===== src/rtl/logic_uart_pkg.sv =====
// Shared definitions for the logic-analyzer UART stream path (transmitter and
// receiver). Both sides derive the bit period from the same frequency table,
// so a transmitter/receiver pair at the same select code loops back cleanly.
package logic_uart_pkg;

  // Sample frequency in Hz for each select code 0x0..0xF.
  localparam int unsigned FREQ_HZ [16] = '{
    32'd50,      32'd250,     32'd500,      32'd2500,
    32'd5000,    32'd25000,   32'd50000,    32'd100000,
    32'd250000,  32'd500000,  32'd1000000,  32'd2500000,
    32'd5000000, 32'd6250000, 32'd12500000, 32'd25000000
  };

  localparam int unsigned BAUD_DEFAULT    = 115200;
  localparam int unsigned MIN_BIT_DEFAULT = 4;

  typedef enum logic [2:0] {
    ST_IDLE   = 3'd0,
    ST_START  = 3'd1,
    ST_DATA   = 3'd2,
    ST_PARITY = 3'd3,
    ST_STOP   = 3'd4
  } tx_state_t;

  // Cycles per bit for a select code: truncated FREQ/baud, clamped below.
  function automatic logic [15:0] bit_period(input logic [3:0] sel,
                                             input int unsigned baud,
                                             input int unsigned min_bit);
    int unsigned q;
    q = FREQ_HZ[sel] / baud;
    if (q < min_bit) q = min_bit;
    return q[15:0];
  endfunction

endpackage


===== src/rtl/uart_bit_timer.sv =====
// Bit timer for the UART stream transmitter. The period is loaded when a
// frame is accepted and held for the whole frame; the counter is held at
// zero while not running and emits a tick in the cycle where it reaches
// period-1, then wraps to zero.
module uart_bit_timer (
  input  logic        i_clk,
  input  logic        i_rst,
  input  logic        load,
  input  logic [15:0] period,
  input  logic        run,
  output logic        tick
);

  logic [15:0] cnt;
  logic [15:0] period_q;

  assign tick = run && (cnt == (period_q - 16'd1));

  // Cycle counter within the current bit; cleared on load, idle or wrap.
  always_ff @(posedge i_clk or posedge i_rst) begin
    if (i_rst) begin
      cnt <= 16'd0;
    end else if (load || !run || tick) begin
      cnt <= 16'd0;
    end else begin
      cnt <= cnt + 16'd1;
    end
  end

  // Frame period register; only meaningful while running, so no reset.
  always_ff @(posedge i_clk) begin
    if (load) period_q <= period;
  end

endmodule


===== src/rtl/uart_stream_tx.sv =====
// UART stream transmitter (8N1, LSB first) for the logic-analyzer stream
// path. Bytes arrive on a valid/ready stream; ready is high only while idle,
// so there is no buffering. The bit period is selected by the same code
// table as the stream receiver and is frozen per frame at accept time.
// Optional feature: define UART_TX_PARITY_EN to insert one even-parity bit
// between the data bits and the stop bit (11 bit periods per frame).
module uart_stream_tx
  import logic_uart_pkg::*;
#(
  parameter int unsigned BAUD    = BAUD_DEFAULT,
  parameter int unsigned MIN_BIT = MIN_BIT_DEFAULT
) (
  input  logic       i_clk,
  input  logic       i_rst,
  input  logic [3:0] i_logic_frq_sel,
  input  logic       i_logic_frq_sel_vld,
  input  logic [7:0] i_tx_data,
  input  logic       i_tx_valid,
  output logic       o_tx_ready,
  output logic       o_tx,
  output logic       o_tx_done
);

  tx_state_t   state, state_next;
  logic [3:0]  sel;
  logic [15:0] lp_table [16];
  logic [15:0] lp_sel;
  logic [7:0]  shift, shift_next;
  logic [2:0]  idx, idx_next;
  logic        tx_q, tx_next;
  logic        accept;
  logic        tick;

  // Bit period for every select code is a constant; the live select just
  // picks one entry, so no divider is built.
  for (genvar g = 0; g < 16; g++) begin : g_lp
    assign lp_table[g] = bit_period(4'(g), BAUD, MIN_BIT);
  end

  assign lp_sel     = lp_table[sel];
  assign o_tx_ready = (state == ST_IDLE);
  assign accept     = i_tx_valid && o_tx_ready;
  assign o_tx       = tx_q;
  assign o_tx_done  = (state == ST_STOP) && tick;

  uart_bit_timer u_timer (
    .i_clk  (i_clk),
    .i_rst  (i_rst),
    .load   (accept),
    .period (lp_sel),
    .run    (state != ST_IDLE),
    .tick   (tick)
  );

`ifdef UART_TX_PARITY_EN
  logic parity;

  // Even parity of the accepted byte, held for the frame.
  always_ff @(posedge i_clk) begin
    if (accept) parity <= ^i_tx_data;
  end
`endif

  // Control state: FSM, bit index, registered line and frequency select.
  always_ff @(posedge i_clk or posedge i_rst) begin
    if (i_rst) begin
      state <= ST_IDLE;
      idx   <= 3'd0;
      tx_q  <= 1'b1;
      sel   <= 4'hF;
    end else begin
      state <= state_next;
      idx   <= idx_next;
      tx_q  <= tx_next;
      if (i_logic_frq_sel_vld) sel <= i_logic_frq_sel;
    end
  end

  // Shift register for the outgoing byte; pure data, no reset needed.
  always_ff @(posedge i_clk) begin
    shift <= shift_next;
  end

  // Next-state logic; the line value is computed for the coming state so
  // o_tx comes straight from a flop.
  always_comb begin
    state_next = state;
    idx_next   = idx;
    shift_next = shift;
    tx_next    = tx_q;
    case (state)
      ST_IDLE: begin
        tx_next = 1'b1;
        if (accept) begin
          state_next = ST_START;
          shift_next = i_tx_data;
          tx_next    = 1'b0;
        end
      end
      ST_START: begin
        if (tick) begin
          state_next = ST_DATA;
          idx_next   = 3'd0;
          tx_next    = shift[0];
        end
      end
      ST_DATA: begin
        if (tick) begin
          shift_next = {1'b0, shift[7:1]};
          if (idx == 3'd7) begin
`ifdef UART_TX_PARITY_EN
            state_next = ST_PARITY;
            tx_next    = parity;
`else
            state_next = ST_STOP;
            tx_next    = 1'b1;
`endif
          end else begin
            idx_next = idx + 3'd1;
            tx_next  = shift[1];
          end
        end
      end
`ifdef UART_TX_PARITY_EN
      ST_PARITY: begin
        if (tick) begin
          state_next = ST_STOP;
          tx_next    = 1'b1;
        end
      end
`endif
      ST_STOP: begin
        if (tick) begin
          state_next = ST_IDLE;
          tx_next    = 1'b1;
        end
      end
      default: begin
        state_next = ST_IDLE;
        tx_next    = 1'b1;
      end
    endcase
  end

endmodule

===== config.mk =====
export PLATFORM = sky130hd
export DESIGN_NAME = uart_stream_tx
export DESIGN_NICKNAME = d
export VERILOG_FILES = /design/src/rtl/logic_uart_pkg.sv /design/src/rtl/uart_bit_timer.sv /design/src/rtl/uart_stream_tx.sv
export SDC_FILE = /design/constraint.sdc
export NUM_CORES = 1
export LEC_CHECK = 0
export ABC_AREA = 1
export CAP_MARGIN = 25
export CELL_PAD_IN_SITES_DETAIL_PLACEMENT = 1
export CELL_PAD_IN_SITES_GLOBAL_PLACEMENT = 1
export CORE_MARGIN = 2
export CORE_UTILIZATION = 40
export CTS_CLUSTER_SIZE = 10
export DETAILED_ROUTE_END_ITERATION = 10
export PLACE_DENSITY_LB_ADDON = 0.25
export SLEW_MARGIN = 20
export SYNTH_ARGS = -nofsm -noshare
export SYNTH_HDL_FRONTEND = slang
export SYNTH_SLANG_ARGS = --single-unit

===== constraint.sdc =====
create_clock -name i_clk -period 5.2 [get_ports i_clk]
set_input_delay 0.52 -clock i_clk [delete_from_list [all_inputs] [get_ports i_clk]]
set_output_delay 0.52 -clock i_clk [all_outputs]
set_load 0.01 [all_outputs]

==> results.yml <==
status:
  status: "finished, final reports clean"
timing:
  period_needed_ns: 3.47
  tns_ns: 0
  share_of_the_cycle_needed_by_the_critical_path_after_routing: 0.668
  final_max_slew_viol_count: 0
  rsz0062_at_grt: "false"
  timing.max_slew.rel_slack: 0.547
  final.setup_skew_ns: 0.00845
  worst-slew-pin-transition_ns: 0.675
  timing.final.hold_violations: 0
  achievable-frequency_mhz: 288
  setup_viol: 0
setup_path:
  worst-setup-path-type: "reg2out"
  timing.critical_path.cells: "nor2_2 > nand3_2 > nor2_1 > ha_1 > xnor2_1 > nor2_1 > nand3_1 > nor2_1 > nand3_2 > nor2_4 > inv_4 > nor2_1 > clkdlybuf4s50_1"
  critical_path.n_buffers_inverters: 2
  worst_path_most_repeated_cell: "nor2_1"
  critical_path.max_stage_delay_ns: 0.54
  crit_path_end_kind: "primary output"
  slowest_stage: "clkdlybuf4s50_1"
  critPathMaxFanout: 6
  critical_path.top_delay_family: "simple AND/OR/NAND/NOR gates"
  worst_ep_required_time_ns: 4.68
  crit_arrival_ns: 2.95
  critical_path.startpoint_type: "flip-flop"
floorplan:
  floorplan.initialDensity: 0.410
  die_h_um: 87.2
  core_region_area_mm2: 0.00676
  die_area_mm2: 0.00760
  floorplan.rows: 30
  dieWidth_um: 87.2
  io_pins: 19
final_layout:
  postLayoutCoreUtil: 0.463
  drive_above_1_share: 0.116
  n_antenna_cell: 0
  post-route-cell-area_mm2: 0.00313
  nFillCells: 857
  nNetsFinal: 412
  synth_to_layout_area_growth_pct: 13.0
synthesis:
  synth-edff-count: 16
  top_cell_type_s_share_of_synthesized_area: 0.199
  synth_seq_area_share: 0.420
  distinct_cells_synth: 33
  ys_dominant_reg_cell: "dfrtp_1"
  synthesis.yosys.warnings: 0
  yosys.area.top_type: "dfrtp_1"
  syn_nets: 390
  synth-async-reset-ratio: 0.628
  biggest_area_contributors_in_the_synthesized_netlist: "dfrtp_1, edfxtp_1, nand2_1"
  synthCells: 364
  synth_common_cells: "nand2_1, inv_1, nor2_1"
  synth.most_common_cell: "nand2_1"
  seq_cells_post_synth: 43
  syn_area_per_cell_um2: 7.61
  synth_area_mm2: 0.00277
placement:
  place.detailed.hpwl_um: 5230
  placedInstanceArea_mm2: 0.00302
  gp_congestion: 0.850
  buffers_added_on_ports: 18
global_route:
  grt_antenna_before_repair: 0
  grt_start_max_net_pins: 28
  grt_overflow: 0
  grt_first_pass_wirelength_um: 11600
  grt_pass1_vias: 2434
  globalRouteTotalUtil: 0.197
routing:
  drt-total-wl_um: 6540
  topRoutingLayerUsed: "met4"
  detailedRoute.firstIterationViolations: 70
  vias: 2298
  detail_route.wirelength.met1_um: 3210
  vias_per_cell: 4.92
  wl_per_cell_um: 14.0
  detailroute.wirelength.met3_um: 172
  met2_length_um: 3050
  drtAntennaViolNets: 0
  drcViolationCount: 0
  first_pass_iters: 4
pwr:
  power.static_leakage_nw: 1.48
  power.density_cell_area_mw_per_mm2: 358
  vdd_ir_drop_max_uv: 213
clocking:
  cts_resized: 0
  numCtsBuffers: 5
  clkSlewWorstSetupHoldPaths_ns: 0.08
  hold_buffer_count_at_cts: 0
  cts.htree.levels: 2
  deepest_clock_path_buffer_count: 2
  cts_root_buffer: "clkbuf_8"
  clock_latency_ns: 0.30
  clock_sink_count: 43
  cts_tree: "built"
  postCtsSetupBuffers: 0
hold_path:
  hp-class: "reg2reg"
flow_run:
  max_cap_viol_count: 0
## final cells by class
cell class / instances / area (um2) / share of cell area
multi-input cells: 260 / 1360 / 0.433
flip-flops and latches: 43 / 1160 / 0.371
repair buffers: 19 / 188 / 0.0600
well taps: 80 / 100 / 0.0320
clock inverters: 1 / 30.0 / 0.00960
inverters: 57 / 216 / 0.0692
clock buffers: 7 / 76.3 / 0.0244
## logic make-up after synthesis
family	synth area share
multiplexers	0.00407
AO/OA/AOI/OAI	0.0357
XOR/XNOR	0.0348
flip-flops	0.420
buffers and inverters	0.0904
AND/OR/NAND/NOR	0.370
adder cells (fa/ha/maj)	0.0452
## final timing paths
kind                                           from        endpoint  slack (ns)  cells after the start
max in group asynchronous                     i_rst            o_tx        4.29                      3
worst max-delay path            u_timer.period_q[3]       o_tx_done        1.73                     13
min in group asynchronous                     i_rst  u_timer.cnt[0]        0.60                      3
worst max register to register  u_timer.period_q[3]        shift[4]        2.27                     12
worst min register to register               idx[1]          idx[1]        0.49                      2
worst min-delay path                         idx[1]          idx[1]        0.49                      2
## placed cells by master, fill, tap and decap left out, drive strengths merged, types with 2 or more instances in the layout
cell type	instances
a21oi	4
clkbuf	7
clkdlybuf4s50	18
dfrtp	22
dfstp	5
edfxtp	16
ha	10
inv	57
nand2	108
nand3	28
nand3b	2
nand4	6
nor2	57
nor3	15
nor4	3
o21ai	11
xnor2	2
xor2	9
## layer usage
layer / GRT usage / up-vias
li1: - / 1187
met1: 0.263 / 1075
met2: 0.325 / 25
met3: 0.0341 / 11
met4: 0.0615 / 0
met5: 0 / -
## tightest hold or removal path: stages, from the launching register on
cell and delay, ns:
dfrtp_1 0.35, nand2_1 0.05, nand2_1 0.06
## power by group
part	total (mW)	internal [mW]	switching, mW
clock network	0.258	0.144	0.114
registers	0.479	0.431	0.0488
logic	0.382	0.129	0.253
total	1.12	0.703	0.416
## through the flow
| stage | hold WS [ns] | worst slack, ns | instances | total power [mW] |
|---|---|---|---|---|
| after global placement | 0.472 | 2.12 | 459 | 0.860 |
| final | 0.490 | 1.73 | 467 | 1.12 |
| after floorplan | 0.453 | 2.40 | 364 | 0.773 |
| after CTS | 0.495 | 1.71 | 467 | 1.13 |
| after global routing | 0.524 | 1.39 | 467 | 1.21 |
| after detailed placement | 0.473 | 1.96 | 459 | 0.874 |
## flip-flops by register name (all words and copies together), names as in the netlist
signal / flops
state: 3
o_tx: 1
shift: 8
sel: 4
u_timer.cnt: 16
u_timer.period_q: 8
idx: 3
No activity file was read; power rests on OpenSTA's default activity.
